$ cat src/rtl/bus_frame_pkg.sv
// rtl/bus_frame_pkg.sv - frame phase numbering, memory FSM states and return-lane helper
package bus_frame_pkg;

  localparam int FRAME_LEN = 10;

  localparam logic [3:0] PH_IDLE = 4'd0;
  localparam logic [3:0] PH_A0   = 4'd1;
  localparam logic [3:0] PH_A1   = 4'd2;
  localparam logic [3:0] PH_A2   = 4'd3;
  localparam logic [3:0] PH_A3   = 4'd4;
  localparam logic [3:0] PH_RW   = 4'd5;
  localparam logic [3:0] PH_D0   = 4'd6;
  localparam logic [3:0] PH_D1   = 4'd7;
  localparam logic [3:0] PH_D2   = 4'd8;
  localparam logic [3:0] PH_D3   = 4'd9;

  typedef enum logic [1:0] {
    IDLE   = 2'd0,
    RD_REQ = 2'd1,
    WR_REQ = 2'd2
  } mem_state_t;

  // Read data returns MSB first, one byte per data phase.
  function automatic logic [7:0] return_lane(input logic [31:0] word, input logic [3:0] ph);
    case (ph)
      PH_D0:   return word[31:24];
      PH_D1:   return word[23:16];
      PH_D2:   return word[15:8];
      PH_D3:   return word[7:0];
      default: return 8'h00;
    endcase
  endfunction

endpackage

$ cat src/rtl/frame_phase_counter.sv
// rtl/frame_phase_counter.sv - free-running 0..9 frame phase counter with realignment load
module frame_phase_counter
  import bus_frame_pkg::*;
(
  input  logic       clk,
  input  logic       rst,
  input  logic       frame_sync,
  output logic [3:0] phase
);

  always_ff @(posedge clk or posedge rst) begin
    if (rst) begin
      phase <= PH_IDLE;
    end else if (frame_sync) begin
      phase <= PH_A0;
    end else if (phase >= 4'(FRAME_LEN - 1)) begin
      phase <= PH_IDLE;
    end else begin
      phase <= phase + 4'd1;
    end
  end

endmodule

$ cat src/rtl/bus_frame_bridge.sv
// rtl/bus_frame_bridge.sv - decodes pin-multiplexed CPU frames into 32-bit memory accesses
module bus_frame_bridge
  import bus_frame_pkg::*;
#(
  parameter logic [7:0] IDLE_BYTE = 8'h00,
  parameter int          ADDR_W    = 32
) (
  input  logic              clk,
  input  logic              rst,
  input  logic              frame_sync,
  input  logic [7:0]        pin_addr,
  input  logic [7:0]        pin_data_in,
  output logic [7:0]        pin_data_out,
  output logic              pin_data_oe,
  output logic [3:0]        phase,
  output logic              mem_req,
  output logic              mem_we,
  output logic [ADDR_W-1:0] mem_addr,
  output logic [31:0]       mem_wdata,
  input  logic [31:0]       mem_rdata,
  input  logic              mem_ready,
  output logic              frame_done,
  output logic              late_err
);

  logic [23:0] addr_buf;
  logic [23:0] wdata_buf;
  logic [31:0] addr_full;
  logic        we_l;
  logic [31:0] rbuf;
  logic [31:0] rbuf_next;
  logic        late_set;
  logic        ret_oe_next;
  logic [7:0]  ret_byte_next;
  mem_state_t  state;
  mem_state_t  state_next;

  frame_phase_counter u_phase (
    .clk        (clk),
    .rst        (rst),
    .frame_sync (frame_sync),
    .phase      (phase)
  );

  assign addr_full = {pin_addr, addr_buf};

  // mem_addr/mem_wdata update once per frame so a write still pending into
  // the next frame's address phases keeps a stable address and data.
  always_ff @(posedge clk or posedge rst) begin
    if (rst) begin
      addr_buf  <= '0;
      wdata_buf <= '0;
      we_l      <= 1'b0;
      mem_addr  <= '0;
      mem_wdata <= '0;
    end else begin
      case (phase)
        PH_A0: begin
          addr_buf[7:0]  <= pin_addr;
          wdata_buf[7:0] <= pin_data_in;
        end
        PH_A1: begin
          addr_buf[15:8]  <= pin_addr;
          wdata_buf[15:8] <= pin_data_in;
        end
        PH_A2: begin
          addr_buf[23:16]  <= pin_addr;
          wdata_buf[23:16] <= pin_data_in;
        end
        PH_A3: begin
          mem_addr  <= addr_full[ADDR_W-1:0];
          mem_wdata <= {pin_data_in, wdata_buf};
        end
        PH_RW:   we_l <= pin_addr[0];
        default: ;
      endcase
    end
  end

  always_comb begin
    state_next    = state;
    rbuf_next     = rbuf;
    late_set      = 1'b0;
    ret_oe_next   = 1'b0;
    ret_byte_next = IDLE_BYTE;
    mem_req       = (state != IDLE);
    mem_we        = (state == WR_REQ);

    if (phase == PH_A3) begin
      // Speculative read always takes the port; an unfinished write is lost.
      state_next = RD_REQ;
      if (state == WR_REQ && !mem_ready) begin
        late_set = 1'b1;
      end
    end else if (phase == PH_RW) begin
      state_next = pin_addr[0] ? WR_REQ : IDLE;
      if (mem_ready) begin
        rbuf_next = mem_rdata;
      end else begin
        rbuf_next = '0;
        late_set  = 1'b1;
      end
    end else if (state == WR_REQ && mem_ready) begin
      state_next = IDLE;
    end

    // The direction bit is still on the pins at the edge ending PH_RW.
    if (!frame_sync) begin
      if ((phase == PH_RW && !pin_addr[0]) ||
          (phase >= PH_D0 && phase <= PH_D2 && !we_l)) begin
        ret_oe_next   = 1'b1;
        ret_byte_next = return_lane(rbuf_next, phase + 4'd1);
      end
    end
  end

  always_ff @(posedge clk or posedge rst) begin
    if (rst) begin
      state        <= IDLE;
      rbuf         <= '0;
      late_err     <= 1'b0;
      pin_data_oe  <= 1'b0;
      pin_data_out <= IDLE_BYTE;
      frame_done   <= 1'b0;
    end else begin
      state        <= state_next;
      rbuf         <= rbuf_next;
      late_err     <= late_err | late_set;
      pin_data_oe  <= ret_oe_next;
      pin_data_out <= ret_byte_next;
      frame_done   <= (phase == PH_D3) && !frame_sync;
    end
  end

endmodule

$ cat config.mk
export PLATFORM = sky130hd
export DESIGN_NAME = bus_frame_bridge
export DESIGN_NICKNAME = d
export VERILOG_FILES = /design/src/rtl/bus_frame_pkg.sv /design/src/rtl/frame_phase_counter.sv /design/src/rtl/bus_frame_bridge.sv
export SDC_FILE = /design/constraint.sdc
export NUM_CORES = 1
export LEC_CHECK = 0
export CORE_UTILIZATION = 51
export DETAILED_ROUTE_END_ITERATION = 10
export PLACE_DENSITY_LB_ADDON = 0.2
export SYNTH_ARGS = -nofsm -noshare
export SYNTH_HDL_FRONTEND = slang
export SYNTH_SLANG_ARGS = --single-unit
$ cat constraint.sdc
create_clock -name clk -period 6.4 [get_ports clk]
set_input_delay 1.28 -clock clk [delete_from_list [all_inputs] [get_ports clk]]
set_output_delay 1.28 -clock clk [all_outputs]
set_load 0.005 [all_outputs]
==> impl_metrics.py <==
metrics = {
    "status": {
        "status": "complete, no violations",
    },
    "logic_synthesis": {
        "syn_inst": 481,
        "syn_avg_cell_area_um2": 13.5,
        "yosys.area.top_type_share_pct": 62.4,
        "ys_warn_count": 0,
        "syn_nets": 539,
        "synth_largest_area_cell": "dfrtp_1",
        "synthesis.area_um2": 6500,
        "synthTopCellsByArea": "dfrtp_1 62%, mux2_2 20%, nand2_1 4.0%",
        "async_flop_share_pct": 100,
        "synth-seq-cells": 162,
        "synthDistinctLibCells": 36,
        "synth_edf_count": 0,
        "synth_seq_area_share_pct": 62.4,
        "synth_flop_cell": "dfrtp_1",
    },
    "flow_run": {
        "drv_cap": 0,
    },
    "placed_design": {
        "portBuffers": 132,
        "pre_cts_slack_ns": 3.02,
        "place.gp.congestion": 0.791,
        "placed_area_um2": 7950,
        "dp_hpwl_mm": 8.54,
    },
    "setup_path": {
        "path_delay_family": "flip-flops",
        "critical_path_required_ns": 5.12,
        "cp-start-kind": "flip-flop",
        "ff2ff_setup_slack_ns": 3.90,
        "cp_cell_sequence": "clkdlybuf4s50_1",
        "slowest_stage": "dfrtp_1",
        "critPathArrivalTime_ns": 1.71,
        "cp_slowest_stage_delay_ns": 0.69,
        "path_max_fanout": 13,
        "worstSetupPathType": "reg -> out",
        "cp.buffers_inverters": 1,
        "end_kind": "output pin",
    },
    "final_layout": {
        "drive_gt1_share_pct": 25.5,
        "layout_common_cells": "162 x dfrtp_1, 132 x clkdlybuf4s50_1, 113 x mux2_2, 69 x nand2_1, 33 x o21ai_0",
        "final_cell_area_um2": 8500,
        "antennaDiodeCount": 0,
        "fin_nets": 668,
        "final_common_cell": "dfrtp_1",
        "syn2layout_area_growth_pct": 30.7,
    },
    "routing": {
        "drcViolationCount": 0,
        "routed_via_density": 5.31,
        "first_iter_violations": 190,
        "detail-route-antenna-nets": 0,
        "wire_per_inst_um": 16.8,
        "num_vias": 4182,
        "drtPass1Iterations": 4,
        "drt-total-wl_mm": 13.3,
    },
    "clock_network": {
        "numCtsBuffers": 17,
        "clk_latency_ns": 0.42,
        "cts-root-buf": "clkbuf_16",
        "path_clk_slew_ns": 0.06,
        "hold_buffers": 0,
        "htreeDepth": 4,
        "post_cts_resized": 0,
        "cts_buffer_depth": 2,
        "post_cts_buffers": 0,
        "cts_tree": "yes",
        "cts_num_sinks": 162,
    },
    "timing": {
        "finClkSkew_ns": 0.00466,
        "fin_setup_tns_ns": 0,
        "final.period_utilization_pct": 46.7,
        "drv_slew": 0,
        "setup_ws_ns": 3.41,
        "rsz0062_at_grt": "no",
        "max_slew_margin_pct": 21.5,
        "clock.fmax_ghz": 0.334,
        "worst_pin_slew_ns": 1.17,
        "finalHoldViolCount": 0,
        "period_needed_ns": 2.99,
        "setup_viol_count_final": 0,
    },
    "floorplan": {
        "io_pins": 133,
        "coreArea_um2": 12200,
        "fp.dieH_um": 115,
        "dieArea_um2": 13200,
        "die_x_um": 115,
        "initial_core_util_pct": 53.2,
        "num_rows": 40,
    },
    "power_and_ir_drop": {
        "power.density_nw_per_um2": 427,
        "ir_worst_vdd_mv": 0.301,
        "power.leakage_nw": 3.66,
    },
    "global_route": {
        "gr-usage-all-layers_pct": 21.6,
        "first_global_vias": 4310,
        "grt_start_max_net_pins": 120,
        "overflow": 0,
        "grt_pass1_wl_mm": 21.5,
        "grt_antenna_before_repair": 0,
    },
    "hold_path": {
        "min_path_type": "reg -> reg",
    },
}
## path summary, 6_finish.rpt
check / startpoint / to / cells past startpoint
max: u_phase.phase[2]$_DFF_PP0_ / phase[2] / 1
min: late_err$_DFF_PP0_ / late_err$_DFF_PP0_ / 1
max reg2reg: u_phase.phase[1]$_DFF_PP0_ / wdata_buf[1]$_DFFE_PP0N_ / 4
min reg2reg: late_err$_DFF_PP0_ / late_err$_DFF_PP0_ / 1
max in group asynchronous: rst / wdata_buf[23]$_DFFE_PP0N_ / 3
min in group asynchronous: rst / mem_wdata[28]$_DFFE_PP0P_ / 2
## stage by stage
stage | hold slack [ns] | utilization, % | instances | power (mW)
3_3_place_gp | 0.454 | 65.1 | 759 | 2.65
6_report | 0.462 | 69.6 | 788 | 3.63
2_1_floorplan | 0.458 | - | 481 | 2.10
5_1_grt | 0.495 | 69.6 | 788 | 3.84
3_5_place_dp | 0.458 | 65.1 | 759 | 2.70
4_1_cts | 0.471 | 69.6 | 788 | 3.67
## cell usage after synthesis (2+ instances only)
cell      number
a21oi_1        9
ha_1           6
o21a_1         3
o32ai_2        2
buf_2         14
o32a_1         2
o22ai_1        2
buf_4          6
nor2_1         4
nor3b_2        2
a22oi_1       16
inv_1          7
dfrtp_1      162
or2_2          2
o21ai_0       33
nand2b_1       2
mux2_2       113
nand3_1        3
nand2_1       70
nor3b_1        3
clkbuf_1       5
## report_power, final
part	leakage (nW)	switching [mW]	internal, mW	total, mW
Clock	0.275	0.367	0.584	0.951
Combinational	1.39	0.363	0.675	1.04
Sequential	1.99	0.196	1.45	1.64
## kinds of logic after synthesis
| group | Yosys count | share of synthesized area [%] |
|---|---|---|
| adders and majority gates | 6 | 1.15 |
| buffers and inverters | 33 | 2.64 |
| AOI/OAI and AO/OA | 73 | 7.57 |
| muxes | 113 | 19.6 |
| DFF | 162 | 62.4 |
| and+or+nand+nor | 94 | 6.70 |
## routing by layer
metal  global-route usage [%]  vias up  part of all wire [%]
met5                        0        -                     0
met4                     9.35        0                   1.7
met3                     7.49       19                   6.5
met2                     35.3      112                    50
met1                     26.2     2117                    41
li1                         -     1934                     -
## sequential cells by signal (all words and copies together), names as in the netlist
| name | cells |
|---|---|
| addr_buf | 24 |
| frame_done | 1 |
| late_err | 1 |
| mem_addr | 32 |
| mem_wdata | 32 |
| pin_data_oe | 1 |
| pin_data_out | 8 |
| rbuf | 32 |
| state | 2 |
| u_phase.phase | 4 |
| wdata_buf | 24 |
| we_l | 1 |
## area by class of cell
cell class / count / area [um2]
Sequential cell: 162 / 4050
Tap cell: 168 / 210
Clock buffer: 22 / 464
Clock inverter: 7 / 85.1
Timing Repair Buffer: 136 / 1350
Multi-Input combinational cell: 286 / 2300
Fill cell: 892 / 3720
Inverter: 7 / 31.3
(Power assumes the default switching activity.)
==> patch 1, RTL diff (same flow settings) <==
Encoding of `mem_state_t`: now one-hot (3 bits for 3 states).
--- a/src/rtl/bus_frame_pkg.sv
+++ b/src/rtl/bus_frame_pkg.sv
@@ -14,10 +14,10 @@
   localparam logic [3:0] PH_D2   = 4'd8;
   localparam logic [3:0] PH_D3   = 4'd9;
 
-  typedef enum logic [1:0] {
-    IDLE   = 2'd0,
-    RD_REQ = 2'd1,
-    WR_REQ = 2'd2
+  typedef enum logic [2:0] {
+    IDLE   = 3'b001,
+    RD_REQ = 3'b010,
+    WR_REQ = 3'b100
   } mem_state_t;
 
   // Read data returns MSB first, one byte per data phase.
Function: no difference found for any inputs over 10 cycles, from zero or initial values and one cycle with rst high; not proved beyond that.
==> patch 1 against the unedited design <==
  * Sequential cell count up 1
  * Area after synthesis up 0.15%
  * Design area up 0.25%
  * Wire length up 0.29%
  * Clock power up 0.6%
  * Power up 1.8%
  * Global-route usage about the same
  * Fmax down 4.9%
  * Worst setup slack worse by 0.15 ns
==> patch 1: results (changes against the unedited design) <==
Run status
  – Status: complete, no violations

Hold path
  – Worst hold path class: reg -> reg
  – Hold Path Depth: 1 (unchanged)
  – Hold path endpoint: late_err
  – Hold path startpoint: late_err

Global route
  – First-pass GRT wire length: 21600 um (+0.32%)
  – Initial antenna violation count: 0 (unchanged)
  – Vias in the first global route: 4288 (-0.51%)
  – Total GRT Usage: 21.7% (+0.036 points)
  – Largest net degree at the start of global routing: 118 (-1.7%)

CTS
  – Root buffer selected by CTS: clkbuf_16
  – TritonCTS Buffers: 17 (unchanged)
  – Max H-tree Level: 4 (unchanged)
  – Clock buffer depth: 2 (unchanged)
  – Clock latency at the later pin of the worst-skew pair: 0.42 ns (about the same)
  – Reg clk slew, reported paths: 0.06 ns (about the same)
  – Post-CTS Setup Inserts: 0 (unchanged)
  – Post-CTS sizing: 0 (unchanged)

Synthesis
  – Syn avg cell area: 13.5 um2 (-0.26%)
  – Post-synth ARST share: 100% (unchanged)
  – Primary FF master, synth: dfrtp_1
  – Largest cells by area after synthesis: dfrtp_1 62%, mux2_2 20%, nand2_1 4.0%
  – Ys Warns: 0 (unchanged)
  – Syn nets: 541 (+0.37%)
  – Yosys cell types: 39 (+8.3%)
  – Part of the Yosys area used for sequential elements: 62.7% (+0.31 points)
  – Most frequent cells after synthesis: 162 x dfrtp_1, 113 x mux2_2, 69 x nand2_1
  – Top cell type's share of synthesized area: 62.3% (-0.096 points)

Place
  – DPL Wire Length: 8630 um (+1.1%)
  – Port bufs: 132 (unchanged)
  – Cell count after placement: 758 (-0.13%)
  – GP Congestion: 0.768 (-3.0%)
  – Placed instance area: 7960 um2 (+0.11%)
  – Dpl ws: 3.00 ns (-0.0190 ns)

Route
  – 1st-iter DRT viols: 327 (+72%)
  – Pre-Repair DR Iteration Count: 4 (unchanged)
  – Mean routed wirelength per cell: 16.8 um (about the same)
  – Detailed-route via count: 4215 (+0.79%)

Layout
  – # nets final: 667 (-0.15%)
  – Share of cells above drive strength 1: 24.3% (-1.2 points)
  – Cell Count, Final, Fillers Out: 790 (+0.25%)
  – ANT cells: 0 (unchanged)
  – Largest regs: mem_addr (32), mem_wdata (32), rbuf (32)

Timing
  – Final setup viols: 0 (unchanged)
  – Slew headroom: 17.4% (-4.1 points)
  – Worst clock skew: 0.00596 ns (+0.00130 ns)
  – Hold Violations, Final: 0 (unchanged)

Critical path
  – R2r endpoint: mem_wdata[19]
  – Reg-to-Reg Start: u_phase.phase[0]
  – Worst Reg2Reg Path Length in Cells: 5 (+1)
  – R2R Setup Slk: 3.59 ns (-0.31 ns)
  – Max FO, Critical Path: 2 (-11)
  – Worst EP arrival: 1.86 ns (+0.15 ns)

Power and ir drop
  – Max VDD drop: 0.272 mV (-9.6%)
  – P_leak: 3.68 nW (+0.50%)
## patch 1: metrics by stage
stage | util [%] | hold WS, ns
floorplan | - | 0.450
global route | 69.7 | 0.504
CTS | 69.7 | 0.485
finish | 69.7 | 0.480
global placement | 65.1 | 0.466
detailed placement | 65.1 | 0.466
## patch 1: worst max path at each step
| stage | from | to | slack, ns | depth (start not counted) |
|---|---|---|---|---|
| 6_report | state[0] | mem_req | 3.26 | 3 |
| 2_1_floorplan | rst | addr_buf[0] | 0.72 | 1 |
| 3_5_place_dp | mem_ready | pin_data_out[2] | 3.00 | 5 |
| 5_1_grt | state[1] | mem_we | 3.16 | 2 |
| 3_3_place_gp | mem_ready | pin_data_out[5] | 3.12 | 5 |
| 4_1_cts | state[0] | mem_req | 3.24 | 3 |
## patch 1: cells by family (layout without fill, tap and decap cells)
| kind of cell | count (synthesis) | after routing | synth area share, % |
|---|---|---|---|
| AO/OA/AOI/OAI | 74 | 74 | 7.75 |
| adder cells (fa/ha/maj) | 6 | 6 | 1.15 |
| buffers and inverters | 33 | 172 | 2.34 |
| flip-flops | 163 | 163 | 62.7 |
| multiplexers | 113 | 113 | 19.5 |
| AND/OR/NAND/NOR | 94 | 94 | 6.53 |
## patch 1: worst max-delay path: stages, from the launching register on
cell and delay [ns]:
dfstp_2 0.53, inv_1 0.05, or3_1 0.41, clkdlybuf4s50_1 0.46
## patch 1: area by class of cell
class	count	area (um2)
Sequential cell	163	4080
Inverter	5	23.8
Tap cell	168	210
Fill cell	879	3690
Clock buffer	28	517
Timing Repair Buffer	135	1340
Multi-Input combinational cell	287	2300
Clock inverter	4	45.0
## patch 1: power breakdown
| group | leakage [nW] | switching [W] | internal (W) | total [W] |
|---|---|---|---|---|
| registers | 1.99 | 0.000210 | 0.00147 | 0.00167 |
| logic | 1.40 | 0.000373 | 0.000691 | 0.00106 |
| clock network | 0.278 | 0.000371 | 0.000586 | 0.000957 |
| total | 3.68 | 0.000954 | 0.00274 | 0.00370 |
## patch 1: metal layers
metal	wire length, um	track usage [%]	vias to the layer above
met1	5650	27.7	2116
met4	282	9.61	0
met3	904	7.12	24
met2	6470	33.9	117
li1	-	-	1958
met5	0	0	-
==> patch 2, RTL diff (config.mk and constraints unchanged) <==
Made on the original files. Set the parameter `ADDR_W` to 28 (it was 32).
--- a/src/rtl/bus_frame_bridge.sv
+++ b/src/rtl/bus_frame_bridge.sv
@@ -3,7 +3,7 @@
   import bus_frame_pkg::*;
 #(
   parameter logic [7:0] IDLE_BYTE = 8'h00,
-  parameter int          ADDR_W    = 32
+  parameter int          ADDR_W    = 28
 ) (
   input  logic              clk,
   input  logic              rst,
Interface: changed (resized mem_addr); port bits go from 133 to 129. The function was not compared with the original's and may differ.
==> patch 2 against the unedited design <==
  * Wire length is 1.9% lower
  * Non-clock buffer count down 4
  * Via count decreased by 1.1%
  * Sequential cell count is 4 lower
  * Clock power rose by 6%
  * Power decreased by 0.82%
  * Worst setup slack got worse by 0.0095 ns
  * Area after synthesis fell by 2.3%
  * Design area down 1.6%
  * Largest cell class unchanged
  * Highest routed layer unchanged
==> patch 2: results (changes against the unedited design) <==
Place
  – DPL Wire Length: 8230 um (-3.6%)
  – Dpl ws: 3.07 ns (+0.0494 ns)
  – GP Congestion: 0.773 (-2.4%)
  – Port bufs: 128 (-3.0%)

Critical path
  – Slowest stage delay, CP: 0.69 ns (about the same)
  – Reg-to-Reg Start: u_phase.phase[1]
  – Worst EP arrival: 1.72 ns
  – Delay-heaviest family, CP: flip-flops
  – CP startpoint: u_phase.phase[2]
  – Max FO, Critical Path: 13 (unchanged)
  – Max stage delay cell, worst path: dfrtp_1

Synthesis
  – Top cell type's share of synthesized area: 62.2% (-0.13 points)
  – Ys Warns: 0 (unchanged)
  – Primary FF master, synth: dfrtp_1
  – Largest cells by area after synthesis: dfrtp_1 62%, mux2_2 19%, nand2_1 4.1%
  – Post-synth ARST share: 100% (unchanged)
  – Most frequent cells after synthesis: 158 x dfrtp_1, 109 x mux2_2, 69 x nand2_1
  – Part of the Yosys area used for sequential elements: 62.2% (-0.13 points)
  – Yosys cell types: 35 (-2.8%)
  – Syn nets: 530 (-1.7%)

Hold path
  – Hold path startpoint: late_err
  – Worst hold path class: reg -> reg

Timing
  – Worst-Margin Slew: 1.17 ns (-0.00117 ns)
  – Worst clock skew: 0.00526 ns (+0.000598 ns)

Global route
  – Initial antenna violation count: 0 (unchanged)
  – Vias in the first global route: 4262 (-1.1%)
  – First-pass GRT wire length: 21300 um (-1.0%)
  – Total GRT Usage: 21.7% (+0.030 points)
  – Largest net degree at the start of global routing: 105 (-13%)

Run status
  – Status: complete, no violations

CTS
  – TritonCTS Buffers: 17 (unchanged)
  – Root buffer selected by CTS: clkbuf_16
  – Clock buffer depth: 2 (unchanged)
  – Post-CTS Setup Inserts: 0 (unchanged)
  – Reg clk slew, reported paths: 0.06 ns (about the same)
  – Post-CTS sizing: 0 (unchanged)
  – Clock latency at the later pin of the worst-skew pair: 0.42 ns (about the same)
  – Max H-tree Level: 4 (unchanged)

Route
  – 1st-iter DRT viols: 218 (+15%)
  – Pre-Repair DR Iteration Count: 5 (+1)
  – Detailed-route via count: 4137 (-1.1%)
  – WL final: 13000 um (-1.9%)

Layout
  – Largest regs: mem_wdata (32), rbuf (32), mem_addr (28)
  – Share of cells above drive strength 1: 25.7% (+0.21 points)
  – Fillers: 886 (-0.67%)
  – # nets final: 656 (-1.8%)
  – ANT cells: 0 (unchanged)

Power and ir drop
  – P_leak: 3.61 nW (-1.3%)
  – Max VDD drop: 0.304 mV (+0.93%)
patch 2: cell types whose count changed after synthesis, sizes merged:
| cell | before | now |
|---|---|---|
| and2b | 1 | 0 |
| clkbuf | 5 | 6 |
| dfrtp | 162 | 158 |
| mux2 | 113 | 109 |
| buf | 21 | 19 |
| nor2b | 1 | 2 |
patch 2: metrics by stage:
stage	utilization, %	power, W	area (um2)	cells
after global placement	64.3	0.00256	7750	747
after floorplan	-	0.00204	6350	472
after global routing	69.3	0.00380	8360	779
after detailed placement	64.3	0.00261	7750	747
after CTS	69.3	0.00364	8360	779
final	69.3	0.00360	8360	779
patch 2: cell type report:
| cell class | count | area [um2] | area share, % |
|---|---|---|---|
| clock buffer | 27 | 533 | 6.37 |
| timing repair buffer | 132 | 1310 | 15.7 |
| multi-input combinational | 282 | 2250 | 26.9 |
| inverter | 7 | 31.3 | 0.374 |
| sequential | 158 | 3950 | 47.3 |
| tap | 168 | 210 | 2.51 |
| clock inverter | 5 | 75.1 | 0.898 |
patch 2: path summary, 6_finish.rpt:
path	depth (start not counted)	endpoint	slack, ns
min in group asynchronous	2	pin_data_out[1]	1.43
setup / recovery	1	phase[2]	3.40
setup reg to reg	4	addr_buf[1]	3.91
hold reg to reg	1	late_err	0.49
max in group asynchronous	3	mem_wdata[6]	3.69
hold / removal	1	late_err	0.49
patch 2: cell families (layout without fill, tap and decap cells):
group | Yosys count | count (layout) | share of synthesized area, %
buf+inv | 32 | 171 | 2.72
simple gates | 94 | 94 | 6.83
compound gates | 73 | 73 | 7.70
mux | 109 | 109 | 19.3
fa+ha+maj | 6 | 6 | 1.18
flops | 158 | 158 | 62.2
patch 2: per-layer routing:
metal	wire [um]	up-vias	track usage, %
met3	671	16	6.80
li1	-	1903	-
met5	0	-	0
met2	6370	101	34.3
met4	208	0	8.25
met1	5770	2117	28.1
patch 2: report_power, final:
part	internal, W	leakage (nW)	total, W	switching (W)
registers	0.00141	1.94	0.00160	0.000190
clock network	0.000645	0.303	0.00101	0.000368
logic	0.000644	1.36	0.000990	0.000346
total	0.00270	3.61	0.00360	0.000904
